File: config.mk
export PLATFORM = sky130hd
export DESIGN_NAME = execute_stage_flat
export DESIGN_NICKNAME = d
export VERILOG_FILES = /design/src/rtl/execute_stage_pkg.sv /design/src/rtl/execute_stage_if.sv /design/src/rtl/execute_stage_csr_file.sv /design/src/rtl/execute_stage.sv /design/src/flat_wrapper.sv
export SDC_FILE = /design/constraint.sdc
export NUM_CORES = 1
export LEC_CHECK = 0
export CAP_MARGIN = 20
export CORE_MARGIN = 5
export CORE_UTILIZATION = 40
export DETAILED_ROUTE_END_ITERATION = 8
export PLACE_DENSITY = 0.73
export SLEW_MARGIN = 5
export SYNTH_ARGS = -nofsm -noshare
export SYNTH_HDL_FRONTEND = slang
export SYNTH_SLANG_ARGS = --single-unit
export TNS_END_PERCENT = 30
File: constraint.sdc
create_clock -name clk -period 5 [get_ports clk]
set_clock_uncertainty 0.15 [all_clocks]
set_input_delay 0.5 -clock clk [delete_from_list [all_inputs] [get_ports clk]]
set_output_delay 0.5 -clock clk [all_outputs]
set_load 0.1 [all_outputs]
File: src/rtl/execute_stage_pkg.sv
// rtl/execute_stage_pkg.sv - shared encodings for the execute stage: ALU/branch codes, operand selects, CSR map
// Contents: alu_op_e (funct3 ALU ops), branch funct3 codes, OP_BRANCH opcode,
//           amux1/amux2 select encodings, CSR addresses, mstatus reset value.
package execute_stage_pkg;

    typedef enum logic [2:0] {
        ALU_ADD  = 3'b000,
        ALU_SLL  = 3'b001,
        ALU_SLT  = 3'b010,
        ALU_SLTU = 3'b011,
        ALU_XOR  = 3'b100,
        ALU_SRL  = 3'b101,
        ALU_OR   = 3'b110,
        ALU_AND  = 3'b111
    } alu_op_e;

    localparam logic [2:0] BR_BEQ  = 3'b000;
    localparam logic [2:0] BR_BNE  = 3'b001;
    localparam logic [2:0] BR_BLT  = 3'b100;
    localparam logic [2:0] BR_BGE  = 3'b101;
    localparam logic [2:0] BR_BLTU = 3'b110;
    localparam logic [2:0] BR_BGEU = 3'b111;

    localparam logic [6:0] OP_BRANCH = 7'b1100011;

    localparam logic [1:0] AMUX1_SRC1 = 2'b00;
    localparam logic [1:0] AMUX1_PC   = 2'b01;

    localparam logic [1:0] AMUX2_SRC2 = 2'b00;
    localparam logic [1:0] AMUX2_IMM  = 2'b01;
    localparam logic [1:0] AMUX2_FOUR = 2'b10;
    localparam logic [1:0] AMUX2_ZERO = 2'b11;

    localparam logic [11:0] CSR_MSTATUS = 12'h300;
    localparam logic [11:0] CSR_MTVEC   = 12'h305;
    localparam logic [11:0] CSR_MEPC    = 12'h341;
    localparam logic [11:0] CSR_MCAUSE  = 12'h342;

    localparam logic [31:0] MSTATUS_RST = 32'h0000_1800;

endpackage

File: src/rtl/execute_stage_if.sv
// rtl/execute_stage_if.sv - decode-to-execute bundle: operands, op controls, CSR access and results
// master: decode side, drives operands/controls and reads results.
// slave : execute stage, reads operands/controls and drives aluout, ben, csr_rdata.
interface execute_stage_if #(
    parameter int XLEN   = 32,
    parameter int CSR_AW = 12
);
    logic [XLEN-1:0]   src1;
    logic [XLEN-1:0]   src2;
    logic [XLEN-1:0]   imm;
    logic [XLEN-1:0]   pc;
    logic [9:0]        func_eu;
    logic [1:0]        amux1;
    logic [1:0]        amux2;
    logic [2:0]        func3;
    logic [6:0]        opcode;
    logic [CSR_AW-1:0] csr_addr;
    logic              csr_wen;
    logic [XLEN-1:0]   aluout;
    logic              ben;
    logic [XLEN-1:0]   csr_rdata;

    modport master (
        output src1, src2, imm, pc, func_eu, amux1, amux2, func3, opcode, csr_addr, csr_wen,
        input  aluout, ben, csr_rdata
    );

    modport slave (
        input  src1, src2, imm, pc, func_eu, amux1, amux2, func3, opcode, csr_addr, csr_wen,
        output aluout, ben, csr_rdata
    );
endinterface

File: src/rtl/execute_stage_csr_file.sv
// rtl/execute_stage_csr_file.sv - machine CSR file: mstatus, mtvec, mepc, mcause
// Ports: clk, rst (sync active-high), addr/wen/wdata write port, rdata combinational read.
// Reads return the pre-write value during a write cycle; unmapped addresses read 0
// and swallow writes.
module csr_file
    import execute_stage_pkg::*;
#(
    parameter int XLEN   = 32,
    parameter int CSR_AW = 12
) (
    input  logic              clk,
    input  logic              rst,
    input  logic [CSR_AW-1:0] addr,
    input  logic              wen,
    input  logic [XLEN-1:0]   wdata,
    output logic [XLEN-1:0]   rdata
);

    logic [XLEN-1:0] mstatus_q, mstatus_d;
    logic [XLEN-1:0] mtvec_q,   mtvec_d;
    logic [XLEN-1:0] mepc_q,    mepc_d;
    logic [XLEN-1:0] mcause_q,  mcause_d;

    always_comb begin
        mstatus_d = mstatus_q;
        mtvec_d   = mtvec_q;
        mepc_d    = mepc_q;
        mcause_d  = mcause_q;
        if (wen) begin
            case (addr)
                CSR_AW'(CSR_MSTATUS): mstatus_d = wdata;
                CSR_AW'(CSR_MTVEC):   mtvec_d   = wdata;
                CSR_AW'(CSR_MEPC):    mepc_d    = wdata;
                CSR_AW'(CSR_MCAUSE):  mcause_d  = wdata;
                default: ;
            endcase
        end
    end

    // Reset is checked first so it overrides a simultaneous write.
    always_ff @(posedge clk) begin
        if (rst) begin
            mstatus_q <= XLEN'(MSTATUS_RST);
            mtvec_q   <= '0;
            mepc_q    <= '0;
            mcause_q  <= '0;
        end else begin
            mstatus_q <= mstatus_d;
            mtvec_q   <= mtvec_d;
            mepc_q    <= mepc_d;
            mcause_q  <= mcause_d;
        end
    end

    always_comb begin
        rdata = '0;
        case (addr)
            CSR_AW'(CSR_MSTATUS): rdata = mstatus_q;
            CSR_AW'(CSR_MTVEC):   rdata = mtvec_q;
            CSR_AW'(CSR_MEPC):    rdata = mepc_q;
            CSR_AW'(CSR_MCAUSE):  rdata = mcause_q;
            default: ;
        endcase
    end

endmodule

File: src/rtl/execute_stage.sv
// rtl/execute_stage.sv - execute stage: operand muxes, ALU, branch compare, CSR file
// Ports: clk, rst (sync active-high, CSRs only), ex (execute_stage_if.slave).
// aluout and ben are purely combinational; aluout doubles as jump target and CSR write data.
module execute_stage
    import execute_stage_pkg::*;
#(
    parameter int XLEN   = 32,
    parameter int CSR_AW = 12
) (
    input  logic          clk,
    input  logic          rst,
    execute_stage_if.slave ex
);

    logic [XLEN-1:0] op_a;
    logic [XLEN-1:0] op_b;
    logic [4:0]      shamt;
    logic            alt;
    alu_op_e         alu_op;

    // Only funct7 bit 5 (func_eu[8]) carries meaning; the rest are don't-care.
    logic unused_funct7;
    assign unused_funct7 = ^{ex.func_eu[9], ex.func_eu[7:3]};

    assign alu_op = alu_op_e'(ex.func_eu[2:0]);
    assign alt    = ex.func_eu[8];
    assign shamt  = op_b[4:0];

    always_comb begin
        op_a = '0;
        case (ex.amux1)
            AMUX1_SRC1: op_a = ex.src1;
            AMUX1_PC:   op_a = ex.pc;
            default:    op_a = '0;
        endcase
    end

    always_comb begin
        op_b = '0;
        case (ex.amux2)
            AMUX2_SRC2: op_b = ex.src2;
            AMUX2_IMM:  op_b = ex.imm;
            AMUX2_FOUR: op_b = XLEN'(4);
            AMUX2_ZERO: op_b = '0;
            default:    op_b = '0;
        endcase
    end

    always_comb begin
        ex.aluout = '0;
        case (alu_op)
            ALU_ADD:  ex.aluout = alt ? (op_a - op_b) : (op_a + op_b);
            ALU_SLL:  ex.aluout = op_a << shamt;
            ALU_SLT:  ex.aluout = XLEN'($signed(op_a) < $signed(op_b));
            ALU_SLTU: ex.aluout = XLEN'(op_a < op_b);
            ALU_XOR:  ex.aluout = op_a ^ op_b;
            ALU_SRL:  ex.aluout = alt ? XLEN'($signed(op_a) >>> shamt) : (op_a >> shamt);
            ALU_OR:   ex.aluout = op_a | op_b;
            ALU_AND:  ex.aluout = op_a & op_b;
            default:  ex.aluout = '0;
        endcase
    end

    // Branch compare works on the raw register operands, independent of the ALU muxes.
    always_comb begin
        ex.ben = 1'b0;
        if (ex.opcode == OP_BRANCH) begin
            case (ex.func3)
                BR_BEQ:  ex.ben = (ex.src1 == ex.src2);
                BR_BNE:  ex.ben = (ex.src1 != ex.src2);
                BR_BLT:  ex.ben = ($signed(ex.src1) <  $signed(ex.src2));
                BR_BGE:  ex.ben = ($signed(ex.src1) >= $signed(ex.src2));
                BR_BLTU: ex.ben = (ex.src1 <  ex.src2);
                BR_BGEU: ex.ben = (ex.src1 >= ex.src2);
                default: ex.ben = 1'b0;
            endcase
        end
    end

    csr_file #(
        .XLEN   (XLEN),
        .CSR_AW (CSR_AW)
    ) u_csr_file (
        .clk   (clk),
        .rst   (rst),
        .addr  (ex.csr_addr),
        .wen   (ex.csr_wen),
        .wdata (ex.aluout),
        .rdata (ex.csr_rdata)
    );

endmodule

File: src/flat_wrapper.sv
// flat-port wrapper written by rule: the top's interface ports become plain ports
module execute_stage_flat import execute_stage_pkg::*;
#(
    parameter int XLEN   = 32,
    parameter int CSR_AW = 12
)
  (clk, rst, ex_src1, ex_src2, ex_imm, ex_pc, ex_func_eu, ex_amux1, ex_amux2, ex_func3, ex_opcode, ex_csr_addr, ex_csr_wen, ex_aluout, ex_ben, ex_csr_rdata);
  execute_stage_if #(.XLEN(XLEN), .CSR_AW(CSR_AW)) ex_i ();
  input  logic clk;
  input  logic rst;
  input wire logic [$bits(ex_i.src1)-1:0] ex_src1;
  input wire logic [$bits(ex_i.src2)-1:0] ex_src2;
  input wire logic [$bits(ex_i.imm)-1:0] ex_imm;
  input wire logic [$bits(ex_i.pc)-1:0] ex_pc;
  input wire logic [$bits(ex_i.func_eu)-1:0] ex_func_eu;
  input wire logic [$bits(ex_i.amux1)-1:0] ex_amux1;
  input wire logic [$bits(ex_i.amux2)-1:0] ex_amux2;
  input wire logic [$bits(ex_i.func3)-1:0] ex_func3;
  input wire logic [$bits(ex_i.opcode)-1:0] ex_opcode;
  input wire logic [$bits(ex_i.csr_addr)-1:0] ex_csr_addr;
  input wire logic [$bits(ex_i.csr_wen)-1:0] ex_csr_wen;
  output wire logic [$bits(ex_i.aluout)-1:0] ex_aluout;
  output wire logic [$bits(ex_i.ben)-1:0] ex_ben;
  output wire logic [$bits(ex_i.csr_rdata)-1:0] ex_csr_rdata;
  assign ex_i.src1 = ex_src1;
  assign ex_i.src2 = ex_src2;
  assign ex_i.imm = ex_imm;
  assign ex_i.pc = ex_pc;
  assign ex_i.func_eu = ex_func_eu;
  assign ex_i.amux1 = ex_amux1;
  assign ex_i.amux2 = ex_amux2;
  assign ex_i.func3 = ex_func3;
  assign ex_i.opcode = ex_opcode;
  assign ex_i.csr_addr = ex_csr_addr;
  assign ex_i.csr_wen = ex_csr_wen;
  assign ex_aluout = ex_i.aluout;
  assign ex_ben = ex_i.ben;
  assign ex_csr_rdata = ex_i.csr_rdata;
  execute_stage #(.XLEN(XLEN), .CSR_AW(CSR_AW)) u_core (.clk(clk), .rst(rst), .ex(ex_i));
endmodule
==> results.ini <==
[run_status]
run_status=finished, violations left
failing_checks=setup timing

[sta]
hold_fails_final_rpt=0
setup_ws_ps=-4.099
final.hold.worst_slack_ps=347.7
final_setup_violation_count=1
finalMaxSlewViolations=0
period_minus_slack_ps=5004
max_slew.worst_pin.slew_ps=815.8
setup-tns-final_ps=-4.099
timing.final.crit_share=1.001
max_freq_mhz=199.8
slew_headroom=0.4504
grt_setup_unrepaired=yes

[placed_design]
placement.cell_area_um2=20750
detailedPlace.worstSlack_ps=-87.96
io_buffers=225
dp_hpwl_um=61430
gpl_congestion=1.136
place_inst=3117

[drt]
drt_iter0_markers=3206
detailroute.via_count=20080
drt-pass1-iter-count=6
wl_per_cell_um=24.69
postRouteWirelength_um=77800
vias_per_cell=6.373
drc=0
postRouteAntennaNets=0

[worst_hold_path]
min-delay-path-class=flop to flop

[critical_path]
critical_path_required_ps=4350
endpoint_kind=primary output
critical_path.max_fanout=5
setup.reg_to_reg.worst_slack_ps=4060
worstSetupStartpointType=input pin
worstSetupPathType=input pin to primary output
cp.arrival_ps=4350

[clock_network]
insertion_delay_to_the_later_sink_of_the_worst_skew_pair_ps=410
clk_pin_slew_ps=50
ctsHtreeMaxLevel=4
clockRootBuffer=sky130_fd_sc_hd__clkbuf_16
cts_buffer_depth=2
tritoncts=yes
clkSinkCount=128
numCtsBuffers=17

[floorplanning]
num_io_pins=232
floorplan.core_area_um2=40830
placement_rows=74
dieHeight_um=213.2
die_width_um=213.2
full_die_area_um2=45460
initial_utilization=0.4046

[logic_synthesis]
seq_area_frac_synth=0.1551
synth.cell_area_um2=16520
synth_warnings=0
synth.avg_cell_area_um2=7.142
synthesis.nets=2611
synth_cells=2313
ys_seq_elements=128
synth_top_flop_cell=sky130_fd_sc_hd__dfxtp_1
post_synth_num_cell_types=101
synth_enable_flop_cells=0
synth-async-reset-ratio=0

[job]
cap_viol_max_count=0

[finish]
regArea_um2=2562
fill_cell_count=3912
diodes=0
multi_input_comb_area_um2=12920
final_cell_mix=sky130_fd_sc_hd__nor2_1 (284), sky130_fd_sc_hd__buf_4 (260), sky130_fd_sc_hd__nand2_1 (238)
post_route_cells_drive_above_1_share=0.1863
layout.cells.most_common=sky130_fd_sc_hd__nor2_1
stdcell_area_um2=21630
area_growth_syn_to_layout_pct=30.95
layout.cells.non_filler=3151
num-nets-final=2904
final_core_util=0.5298

[grt]
grt_max_degree=83
grt_pass1_wl_um=115900
first_global_vias=19350
grt_antenna_before_repair=1
track_usage=0.3265
grt-ovfl-total=0

[power_and_ir_drop]
power_mw=4.829
power_density_nw_per_um2=223.2
total_leakage_power_nw=9.055
irDropWorstVdd_mv=0.1920

worst max-delay path, stage by stage:
cell                              delay [ps]
sky130_fd_sc_hd__clkdlybuf4s50_1         480
sky130_fd_sc_hd__mux2i_1                 100
sky130_fd_sc_hd__or2_2                   330
sky130_fd_sc_hd__ha_4                    300
sky130_fd_sc_hd__and3b_1                 210
sky130_fd_sc_hd__a221oi_4                100
sky130_fd_sc_hd__o41a_1                  480
sky130_fd_sc_hd__o2111ai_2               270
sky130_fd_sc_hd__nand4b_1                320
sky130_fd_sc_hd__a2111oi_4               510
sky130_fd_sc_hd__mux2i_2                 140
sky130_fd_sc_hd__nor4_4                  320
sky130_fd_sc_hd__inv_1                   120
sky130_fd_sc_hd__buf_12                  180
state kept, by name, indices dropped and copies added (netlist names):
name,count
u_core.u_csr_file.mcause_q,32
u_core.u_csr_file.mepc_q,32
u_core.u_csr_file.mstatus_q,32
u_core.u_csr_file.mtvec_q,32
per-layer routing:
| metal | track usage | vias up | wire [µm] |
|---|---|---|---|
| met2 | 0.5381 | 1312 | 35120 |
| met5 | 0 | - | 11 |
| met4 | 0.1651 | 2 | 4989 |
| met1 | 0.4131 | 9402 | 29800 |
| li1 | - | 9087 | - |
| met3 | 0.05378 | 278 | 7877 |
path summary, 6_finish.rpt:
| kind | start | endpoint | depth (start not counted) |
|---|---|---|---|
| min reg2reg | u_core.u_csr_file.mepc_q[13] | u_core.u_csr_file.mepc_q[13] | 2 |
| min | u_core.u_csr_file.mepc_q[13] | u_core.u_csr_file.mepc_q[13] | 2 |
| max | ex_src2[4] | ex_aluout[31] | 14 |
| max reg2reg | u_core.u_csr_file.mepc_q[28] | u_core.u_csr_file.mepc_q[28] | 2 |
power by group:
group          internal, mW  switching [mW]  leakage (nW)  total, mW
registers              1.02        0.000102          1.03       1.02
logic                 0.970            1.60          7.73       2.57
clock network         0.780           0.461         0.297       1.24
layout make-up:
type	count	share of cell area
clock buffer	17	0.01966
tap	532	0.03077
clock inverter	15	0.007750
inverter	156	0.02753
sequential	128	0.1185
timing repair buffer	459	0.1987
multi-input combinational	1844	0.5971
cells in the mapped netlist, drive strengths merged (11+ instances only):
cell type	n	area, µm²
dfxtp	128	2562
inv	155	584.3
nor4	32	230.2
nand4	18	112.6
a21o	15	112.6
nand2b	18	112.6
ha	129	1614
buf	68	401.6
nor3	34	175.2
xnor2	22	192.7
mux4	15	337.8
o21a	26	195.2
a221oi	11	108.9
nand3	40	200.2
a21oi	137	689.4
mux2i	140	1426
a222oi	35	350.3
o22ai	20	125.1
nor2	296	1145
or3	14	87.58
or2	25	156.4
nor2b	20	125.1
o211ai	33	247.7
a211oi	165	1259
nand2	239	904.6
o21ai	131	659.4
clkbuf	117	439.2
a31oi	31	193.9
mux2	12	138.9
and3	12	80.08
kinds of logic (layout without fill, tap and decap cells):
kind of cell | count (synthesis) | in the layout | synth area share
AOI/OAI and AO/OA | 729 | 729 | 0.3068
xor gates and xnor gates | 24 | 24 | 0.01272
adders and majority gates | 131 | 131 | 0.1001
buffers and inverters | 341 | 647 | 0.08649
DFF | 128 | 128 | 0.1551
muxes | 167 | 167 | 0.1152
and+or+nand+nor | 793 | 793 | 0.2236
repair_timing:
action | CTS | global route
buffers inserted | 1 | 1
hold buffers | 0 | 0
endpoints found under the setup margin | 6 | 23
pin swaps | 5 | 16
gates resized for setup | 13 | 43
(Power assumes the default switching activity.)
